**config.mk**
```make
export PLATFORM = sky130hd
export DESIGN_NAME = ssb_demod_scheduler
export DESIGN_NICKNAME = d
export VERILOG_FILES = /design/src/rtl/ssb_demod_pkg.sv /design/src/rtl/ssb_demod_scheduler_rr_arbiter.sv /design/src/rtl/ssb_demod_scheduler.sv
export SDC_FILE = /design/constraint.sdc
export NUM_CORES = 1
export LEC_CHECK = 0
export CORE_ASPECT_RATIO = 1.25
export CORE_UTILIZATION = 47
export DETAILED_ROUTE_END_ITERATION = 10
export PLACE_DENSITY_LB_ADDON = 0.08
export SYNTH_ARGS = -nofsm -noshare
export SYNTH_HDL_FRONTEND = slang
export SYNTH_SLANG_ARGS = --single-unit
```
**constraint.sdc**
```tcl
create_clock -name clk -period 3.7 [get_ports clk]
set_input_delay 0.74 -clock clk [delete_from_list [all_inputs] [get_ports clk]]
set_output_delay 0.74 -clock clk [all_outputs]
set_load 0.1 [all_outputs]
```
**src/rtl/ssb_demod_pkg.sv**
```systemverilog
// Shared types and constants for the SSB demodulator scheduler.
// Latency: n/a (declarations only). Backpressure: n/a.
// The stage-1 record is sized by DEF_DW and a 4-bit channel field (up to 16 channels).
package ssb_demod_pkg;

    localparam logic MODE_USB = 1'b1;
    localparam logic MODE_LSB = 1'b0;

    localparam int DEF_DW   = 12;
    localparam int CH_MAXW  = 4;

    typedef struct packed {
        logic signed [DEF_DW-1:0] i;
        logic signed [DEF_DW-1:0] q;
        logic [CH_MAXW-1:0]       ch;
        logic                     usb;
        logic                     mute;
    } s1_rec_t;

endpackage

```
**src/rtl/ssb_demod_scheduler_rr_arbiter.sv**
```systemverilog
// Round-robin arbiter: grants the first requester at or above ptr, wrapping to 0.
// Latency: combinational. Backpressure: none, grant only reflects req.
// Callers advance ptr past the granted index to get fairness.
module rr_arbiter #(
    parameter  int NUM_CH = 4,
    localparam int CHW    = $clog2(NUM_CH)
) (
    input  logic [NUM_CH-1:0] req,
    input  logic [CHW-1:0]    ptr,
    output logic [NUM_CH-1:0] grant,
    output logic [CHW-1:0]    grant_idx,
    output logic              any
);

    logic [CHW:0] cand;

    // Walk offsets from the far end down so the smallest offset is the last writer.
    always_comb begin
        grant     = '0;
        grant_idx = '0;
        any       = 1'b0;
        cand      = '0;
        for (int off = NUM_CH - 1; off >= 0; off--) begin
            cand = {1'b0, ptr} + (CHW+1)'(off);
            if (cand >= (CHW+1)'(NUM_CH)) begin
                cand = cand - (CHW+1)'(NUM_CH);
            end
            if (req[cand[CHW-1:0]]) begin
                grant                 = '0;
                grant[cand[CHW-1:0]]  = 1'b1;
                grant_idx             = cand[CHW-1:0];
                any                   = 1'b1;
            end
        end
    end

endmodule

```
**src/rtl/ssb_demod_scheduler.sv**
```systemverilog
// Time-shares one (I +/- Q) >>> 1 sideband combiner across NUM_CH channels, with click-mute on mode change.
// Latency: accepted pair appears on out_valid two clocks later; one pair accepted per clock.
// Backpressure: none downstream; req_ready is one-hot on the round-robin winner whenever any channel is valid.
module ssb_demod_scheduler
    import ssb_demod_pkg::*;
#(
    parameter  int NUM_CH   = 4,
    parameter  int DW       = DEF_DW,
    parameter  int MUTE_LEN = 4,
    localparam int CHW      = $clog2(NUM_CH)
) (
    input  logic                 clk,
    input  logic                 rst_n,
    input  logic [NUM_CH-1:0]    req_valid,
    output logic [NUM_CH-1:0]    req_ready,
    input  logic [NUM_CH*DW-1:0] req_i,
    input  logic [NUM_CH*DW-1:0] req_q,
    input  logic                 cfg_we,
    input  logic [CHW-1:0]       cfg_ch,
    input  logic                 cfg_usb,
    output logic                 out_valid,
    output logic [CHW-1:0]       out_ch,
    output logic [DW-1:0]        out_data,
    output logic [NUM_CH-1:0]    mode_q
);

    logic [NUM_CH-1:0] mode_r;
    logic [7:0]        mute_cnt [NUM_CH];
    logic [CHW-1:0]    rr_ptr;

    logic [NUM_CH-1:0] grant;
    logic [CHW-1:0]    grant_idx;
    logic              grant_any;

    logic signed [DW-1:0] ch_i [NUM_CH];
    logic signed [DW-1:0] ch_q [NUM_CH];

    logic    cfg_change;
    logic    cfg_on_grant;
    s1_rec_t s1_d;
    s1_rec_t s1_r;
    logic    s1_vld;

    logic signed [DW:0] i_x;
    logic signed [DW:0] q_x;
    logic signed [DW:0] sum;

    for (genvar k = 0; k < NUM_CH; k++) begin : g_unpack
        assign ch_i[k] = req_i[k*DW +: DW];
        assign ch_q[k] = req_q[k*DW +: DW];
    end

    rr_arbiter #(.NUM_CH(NUM_CH)) u_arb (
        .req       (req_valid),
        .ptr       (rr_ptr),
        .grant     (grant),
        .grant_idx (grant_idx),
        .any       (grant_any)
    );

    assign req_ready = grant;
    assign mode_q    = mode_r;

    // A write that matches the current mode is a no-op and must not start a mute window.
    assign cfg_change   = cfg_we && ({1'b0, cfg_ch} < (CHW+1)'(NUM_CH))
                          && (cfg_usb != mode_r[cfg_ch]);
    assign cfg_on_grant = cfg_change && (cfg_ch == grant_idx);

    always_comb begin
        s1_d      = '0;
        s1_d.i    = ch_i[grant_idx];
        s1_d.q    = ch_q[grant_idx];
        s1_d.ch   = CH_MAXW'(grant_idx);
        s1_d.usb  = mode_r[grant_idx];
        s1_d.mute = (mute_cnt[grant_idx] != 8'd0) && !cfg_on_grant;
    end

    always_ff @(posedge clk or negedge rst_n) begin
        if (!rst_n) begin
            rr_ptr <= '0;
        end else if (grant_any) begin
            rr_ptr <= (grant_idx == CHW'(NUM_CH - 1)) ? '0 : grant_idx + 1'b1;
        end
    end

    // A cfg write on the same channel as an accepted sample reloads rather than decrements.
    always_ff @(posedge clk or negedge rst_n) begin
        if (!rst_n) begin
            mode_r <= {NUM_CH{MODE_USB}};
            for (int k = 0; k < NUM_CH; k++) begin
                mute_cnt[k] <= 8'd0;
            end
        end else begin
            for (int k = 0; k < NUM_CH; k++) begin
                if (cfg_change && (cfg_ch == CHW'(k))) begin
                    mode_r[k]   <= cfg_usb;
                    mute_cnt[k] <= 8'(MUTE_LEN);
                end else if (grant_any && (grant_idx == CHW'(k)) && (mute_cnt[k] != 8'd0)) begin
                    mute_cnt[k] <= mute_cnt[k] - 8'd1;
                end
            end
        end
    end

    always_ff @(posedge clk or negedge rst_n) begin
        if (!rst_n) begin
            s1_vld <= 1'b0;
            s1_r   <= '0;
        end else begin
            s1_vld <= grant_any;
            if (grant_any) begin
                s1_r <= s1_d;
            end
        end
    end

    // DW+1 bits holds any sum or difference, so dropping the LSB always fits in DW.
    always_comb begin
        i_x = {s1_r.i[DW-1], s1_r.i};
        q_x = {s1_r.q[DW-1], s1_r.q};
        sum = (s1_r.usb == MODE_USB) ? (i_x + q_x) : (i_x - q_x);
    end

    always_ff @(posedge clk or negedge rst_n) begin
        if (!rst_n) begin
            out_valid <= 1'b0;
            out_ch    <= '0;
            out_data  <= '0;
        end else begin
            out_valid <= s1_vld;
            if (s1_vld) begin
                out_ch   <= CHW'(s1_r.ch);
                out_data <= s1_r.mute ? '0 : sum[DW:1];
            end
        end
    end

endmodule

```
==> metrics.cfg, run 1 <==
[worst_setup_path]
crit_fanout=7
r2r_slack_ps=330
critPathKind=input port to output pin
cp.arrival_ps=2840
r2r_start=rr_ptr[0]
startpoint_type=input port
critPathRequiredTime_ps=2960
worstRegToRegCells=12
regToRegEndpoint=mute_cnt[20]
end_kind=output pin

[global_routing]
grt_max_degree=83
grt_pass1_vias=5307
grt_antenna_before_repair=2
grt_pass1_wl_um=26300
grt_usage_pct=26.7
grt-ovfl-total=0

[power]
p_sw_mw=4.21
p_per_area_nw_per_um2=1110
combPwrFrac_pct=68.2
leakagePower_nw=3.23
sw_frac_of_total_pct=49.8
cell_internal_pwr_mw=4.25
ir_drop_mv=0.794
seqPwrFrac_pct=20.6
clkPwrFrac_pct=11.2

[clock_tree]
clk_latency_ps=330
cts.sinks=82
hold_buffers=0
numCtsBuffers=9
cts_max_path_buffers=2
tritoncts=yes
clk_pin_slew_worst_paths_ps=60
cts_max_level=3
cts-root-buf=clkbuf_16

[layout]
drive_gt1_share_pct=11.4
n_fill_cell=989
mostFrequentLayoutCell=clkdlybuf4s50_1
multi_input_area_um2=3450
fin_nets=900
fin_util_pct=65.1
seq_area_um2=2060
synthToLayoutAreaGrowth_pct=33.2
most-common-layout-cells=clkdlybuf4s50_1, dfrtp_1, nor2_1

[flow_run]
max_cap_violations=0

[route]
drc=0
drt_pass1_iterations=7
drt_first_iter_violations=267
viasPerCell=5.77
antenna_left=0
routedWlPerCell_um=17.4
num_vias=5348
routed_wl_um=16200

[worst_hold_path]
min_to=out_data[3]
holdPathStages=1
worstHoldStart=out_data[3]
hp-class=flop to flop

[placement]
globalplace.congestion=0.880
dp_hpwl_um=12200
io_buffer_count=128

[synth]
ys_seq_area_share_pct=35.9
synth_area_um2=5730
synth_edf_count=0
synth_nets=776
synth_cells=637
ys_seq_elements=82
yosys.cell_types.count=66
async_flop_share_pct=100
yosys_warnings=0
avgSynthCellArea_um2=9.00
synth_flop_cell=dfrtp_1

[timing]
max_clock_freq_mhz=279
setup_tns_ps=0
tightestPinTransition_ps=1040
post-route-min-period_ps=3580
hold_violations=0
fin_crit_sh_pct=96.7
relSlewSlack_pct=30.6
finClkSkew_ps=4.64
finalMaxSlewViolations=0
rsz0062_at_grt=no
finalSetupViolations=0

[floorplanning]
coreArea_um2=11700
ios=129
die_x_um=101
die_y_um=125
dieArea_um2=12600
floorplan.initialDensity_pct=48.9
rows=44

[run_status]
status=finished clean

==> Yosys cell counts, types with 14 or more instances <==
master     n  area [um^2]
xnor2_1   27          236
o21ai_0   52          260
and3_1    25          156
inv_1     25         93.8
mux2_2    15          169
a21oi_1   32          160
a221o_1   14          140
nor2_1    65          244
ha_1      32          400
nor3_1    14         70.1
dfrtp_1   78         1950
xor2_1    23          201
clkbuf_1  29          109
o31ai_1   17          128
nand3_1   40          200
nand2_1   31          116
==> layout make-up <==
| cell class | count | share of cell area, % |
|---|---|---|
| clock buffers | 10 | 3.00 |
| well taps | 161 | 2.64 |
| diodes | 1 | 0.0328 |
| inverters | 27 | 1.36 |
| multi-input cells | 490 | 45.2 |
| clock inverters | 5 | 1.05 |
| repair buffers | 151 | 19.8 |
| flip-flops and latches | 82 | 26.9 |
==> worst max path at each step <==
| stage | startpoint | end | slack, ps | cells after the start |
|---|---|---|---|---|
| finish | req_valid[2] | req_ready[3] | 120 | 7 |
| global route | req_valid[2] | mute_cnt[13] | 30 | 14 |
| detailed placement | req_valid[2] | mute_cnt[13] | -60 | 14 |
| CTS | req_valid[2] | req_ready[3] | 40 | 7 |
| floorplan | rr_ptr[1] | req_ready[3] | -110 | 9 |
| global placement | req_valid[2] | mute_cnt[13] | 100 | 14 |
==> routing by layer <==
metal  vias up  routed length, um  global-route usage, %
met4         2                527                   12.8
met1      2586               6940                   33.6
met3        36                742                   4.25
li1       2576                  -                      -
met5         -                  9                      0
met2       148               7950                   44.4
==> worst max-delay path: stages <==
cell and delay, ps:
clkdlybuf4s50_1 560, mux4_2 610, a211oi_2 310, a22o_1 200
mux2i_1 70, o21ai_1 150, buf_12 210
==> sequential cells by signal, indices dropped and copies added (netlist names) <==
signal,flops
i_x,12
mute_cnt,32
out_data,12
rr_ptr,2
s1_r,4
q_x,12
mode_q,4
s1_vld,1
out_valid,1
out_ch,2
==> metrics by stage <==
stage,hold WS [ps],instances,setup WS (ps),total power [mW],cell area [um^2]
after floorplan,441,637,-111,5.91,5750
after global placement,461,911,98.9,7.34,7320
after detailed placement,469,911,-59.3,7.47,7320
after CTS,484,926,41.7,8.46,7630
after global routing,497,927,27.8,9.07,7640
final,476,927,121,8.46,7640
==> logic make-up after synthesis <==
family                     after synthesis  synth area share (%)
AOI/OAI and AO/OA                      165                  19.6
muxes                                   31                  6.59
xor gates and xnor gates                50                  7.64
buffers and inverters                   65                  4.76
and+or+nand+nor                        211                  18.2
adders and majority gates               33                  7.33
DFF                                     82                  35.9
==> power by group through the flow <==
stage          clock network, mW  logic, mW  registers, mW
4_1_cts                    0.964       5.76           1.74
3_5_place_dp                   0       5.72           1.75
6_report                   0.948       5.77           1.74
5_1_grt                     1.00       6.27           1.79
3_3_place_gp                   0       5.61           1.73
2_1_floorplan                  0       3.75           2.16
==> repair_timing <==
item / CTS / global route
gates resized for setup: 0 / 3
hold endpoints to repair: 0 / 0
buffers inserted: 0 / 0
setup endpoints to repair: 0 / 4
(Power assumes the default switching activity.)
==> run 2: changes to the inputs <==
Settings changed: GPL_TIMING_DRIVEN set to 0, REMOVE_ABC_BUFFERS set to 1.
Clock period 3.7 ns to 3 ns, I/O delays scaled along.
==> metrics.cfg, run 2 (synthesis results as in run 1) <==
[timing]
finClkSkew_ps=7.10  ; +2.46 ps
setup_slack_ps=-121  ; -242 ps
finalSetupViolations=14  ; +14
tightestPinTransition_ps=1230  ; +190 ps
rsz0062_at_grt=yes
hold_violations=0  ; unchanged
finalMaxSlewViolations=0  ; unchanged
max_clock_freq_mhz=320
whs_ps=138  ; -338 ps
fin_crit_sh_pct=104
relSlewSlack_pct=17.6  ; -13 points
post-route-min-period_ps=3120

[worst_setup_path]
crit_slowest_cell=or4b_4
cpPeakStageDelay_ps=530  ; -80 ps
critPathKind=flop to flop
worstPathCellList=clkinvlp_4 > ha_4 > or4b_4 > a32o_4 > nand2_8 > ha_4 > o41a_1 > o41a_1 > nand2_2 > or3_1 > xor2_1 > nor2_1
critical-path-top-delay-family=simple AND/OR/NAND/NOR gates
critPathRequiredTime_ps=3220  ; +260 ps
end_kind=flop
worst-path-buf-inv=1  ; -1
crit_fanout=6  ; -1
cp.arrival_ps=3340  ; +500 ps
startpoint_type=flop

[global_routing]
grt_antenna_before_repair=0  ; -2
grt_pass1_wl_um=29500  ; +12%
grt_max_degree=62  ; -25%
grt_pass1_vias=5845  ; +10%
grt-ovfl-total=0  ; unchanged
grt_usage_pct=30.5  ; +3.8 points

[layout]
finalNonFillerCells=966  ; +4.2%
mostFrequentLayoutCell=clkdlybuf4s50_1
n_antenna_cell=0  ; -1
n_fill_cell=880  ; -11%
synthToLayoutAreaGrowth_pct=45.6
largest_register_ffs=32  ; unchanged
top_register=mute_cnt
most-common-layout-cells=clkdlybuf4s50_1, dfrtp_1, nor2_1
fin_nets=939  ; +4.3%
drive_gt1_share_pct=22.5  ; +11 points
final_area_um2=8350  ; +9.3%

[clock_tree]
cts_max_path_buffers=2  ; unchanged
numCtsBuffers=9  ; unchanged
hold_buffers=0  ; unchanged
tritoncts=yes
cts_max_level=3  ; unchanged
clk_pin_slew_worst_paths_ps=60  ; about the same
cts-root-buf=clkbuf_16
clk_latency_ps=360  ; +30 ps
cts.sinks=82  ; unchanged

[route]
drt_pass1_iterations=5  ; -2
viasPerCell=6.07  ; +5.2%
num_vias=5861  ; +9.6%
antenna_left=0  ; unchanged
drt_first_iter_violations=389  ; +46%
routedWlPerCell_um=20.3  ; +16%
routed_wl_um=19600  ; +21%
drc=0  ; unchanged

[floorplanning]
coreArea_um2=11700  ; unchanged
die_y_um=125  ; unchanged
dieArea_um2=12600  ; unchanged
rows=44  ; unchanged
die_x_um=101  ; unchanged
floorplan.initialDensity_pct=48.9  ; unchanged
ios=129  ; unchanged

[placement]
io_buffer_count=128  ; unchanged
pre_cts_slack_ps=-2730  ; -2670 ps
dp_hpwl_um=11600  ; -5.2%
placed_area_um2=7180  ; -1.9%
dpl.cell_count=895  ; -1.8%
globalplace.congestion=0.802  ; -9.0%

[worst_hold_path]
hp-class=input port to async pin

[run_status]
status=complete, but fails checks
violations=negative setup slack

[flow_run]
max_cap_violations=0  ; unchanged

run 2: final timing paths:
path / from / end / slack, ps / cells after the start
worst min-delay path: rst_n / i_x[2] / 140 / 1
worst min register to register: s1_r[3] / s1_r[3] / 480 / 2
worst max register to register: rr_ptr[0] / mute_cnt[20] / -120 / 12
max in group asynchronous: rst_n / mode_q[2] / 2230 / 2
min in group clk: s1_r[3] / s1_r[3] / 480 / 2
worst max-delay path: rr_ptr[0] / mute_cnt[20] / -120 / 12
run 2: final cells by class:
class / count / area, um^2 / area share (%)
Clock inverter: 6 / 43.8 / 0.525
Sequential cell: 82 / 2060 / 24.7
Tap cell: 161 / 201 / 2.41
Clock buffer: 10 / 229 / 2.74
Timing Repair inverter: 1 / 3.75 / 0.0450
Timing Repair Buffer: 185 / 1790 / 21.5
Inverter: 27 / 136 / 1.63
Multi-Input combinational cell: 494 / 3880 / 46.5
run 2: per-layer routing:
layer	routed length [um]	share of wire (%)	track usage, %
met1	7410	38	36.1
met5	0	0	0
met3	1290	6.6	5.76
met2	9990	51	52.9
met4	902	4.6	13.7
run 2: per-stage QoR:
step / TNS, ps / util, %
finish: -834 / 71.2
global route: -3300 / 71.2
CTS: -94.3 / 67.6
detailed placement: -125320 / 61.2
global placement: -395050 / 60.1
floorplan: -98980 / -
run 2: repair_timing:
item,CTS,global route
hold endpoints to repair,0,0
gates cloned,5,0
setup endpoints to repair,69,57
pin swaps,15,28
buffers inserted,25,28
gates resized for setup,96,56
Power of run 2 is left out: the tool's default activity adds up to more than one toggle a clock period on the data nets, which glitch-free logic cannot reach.
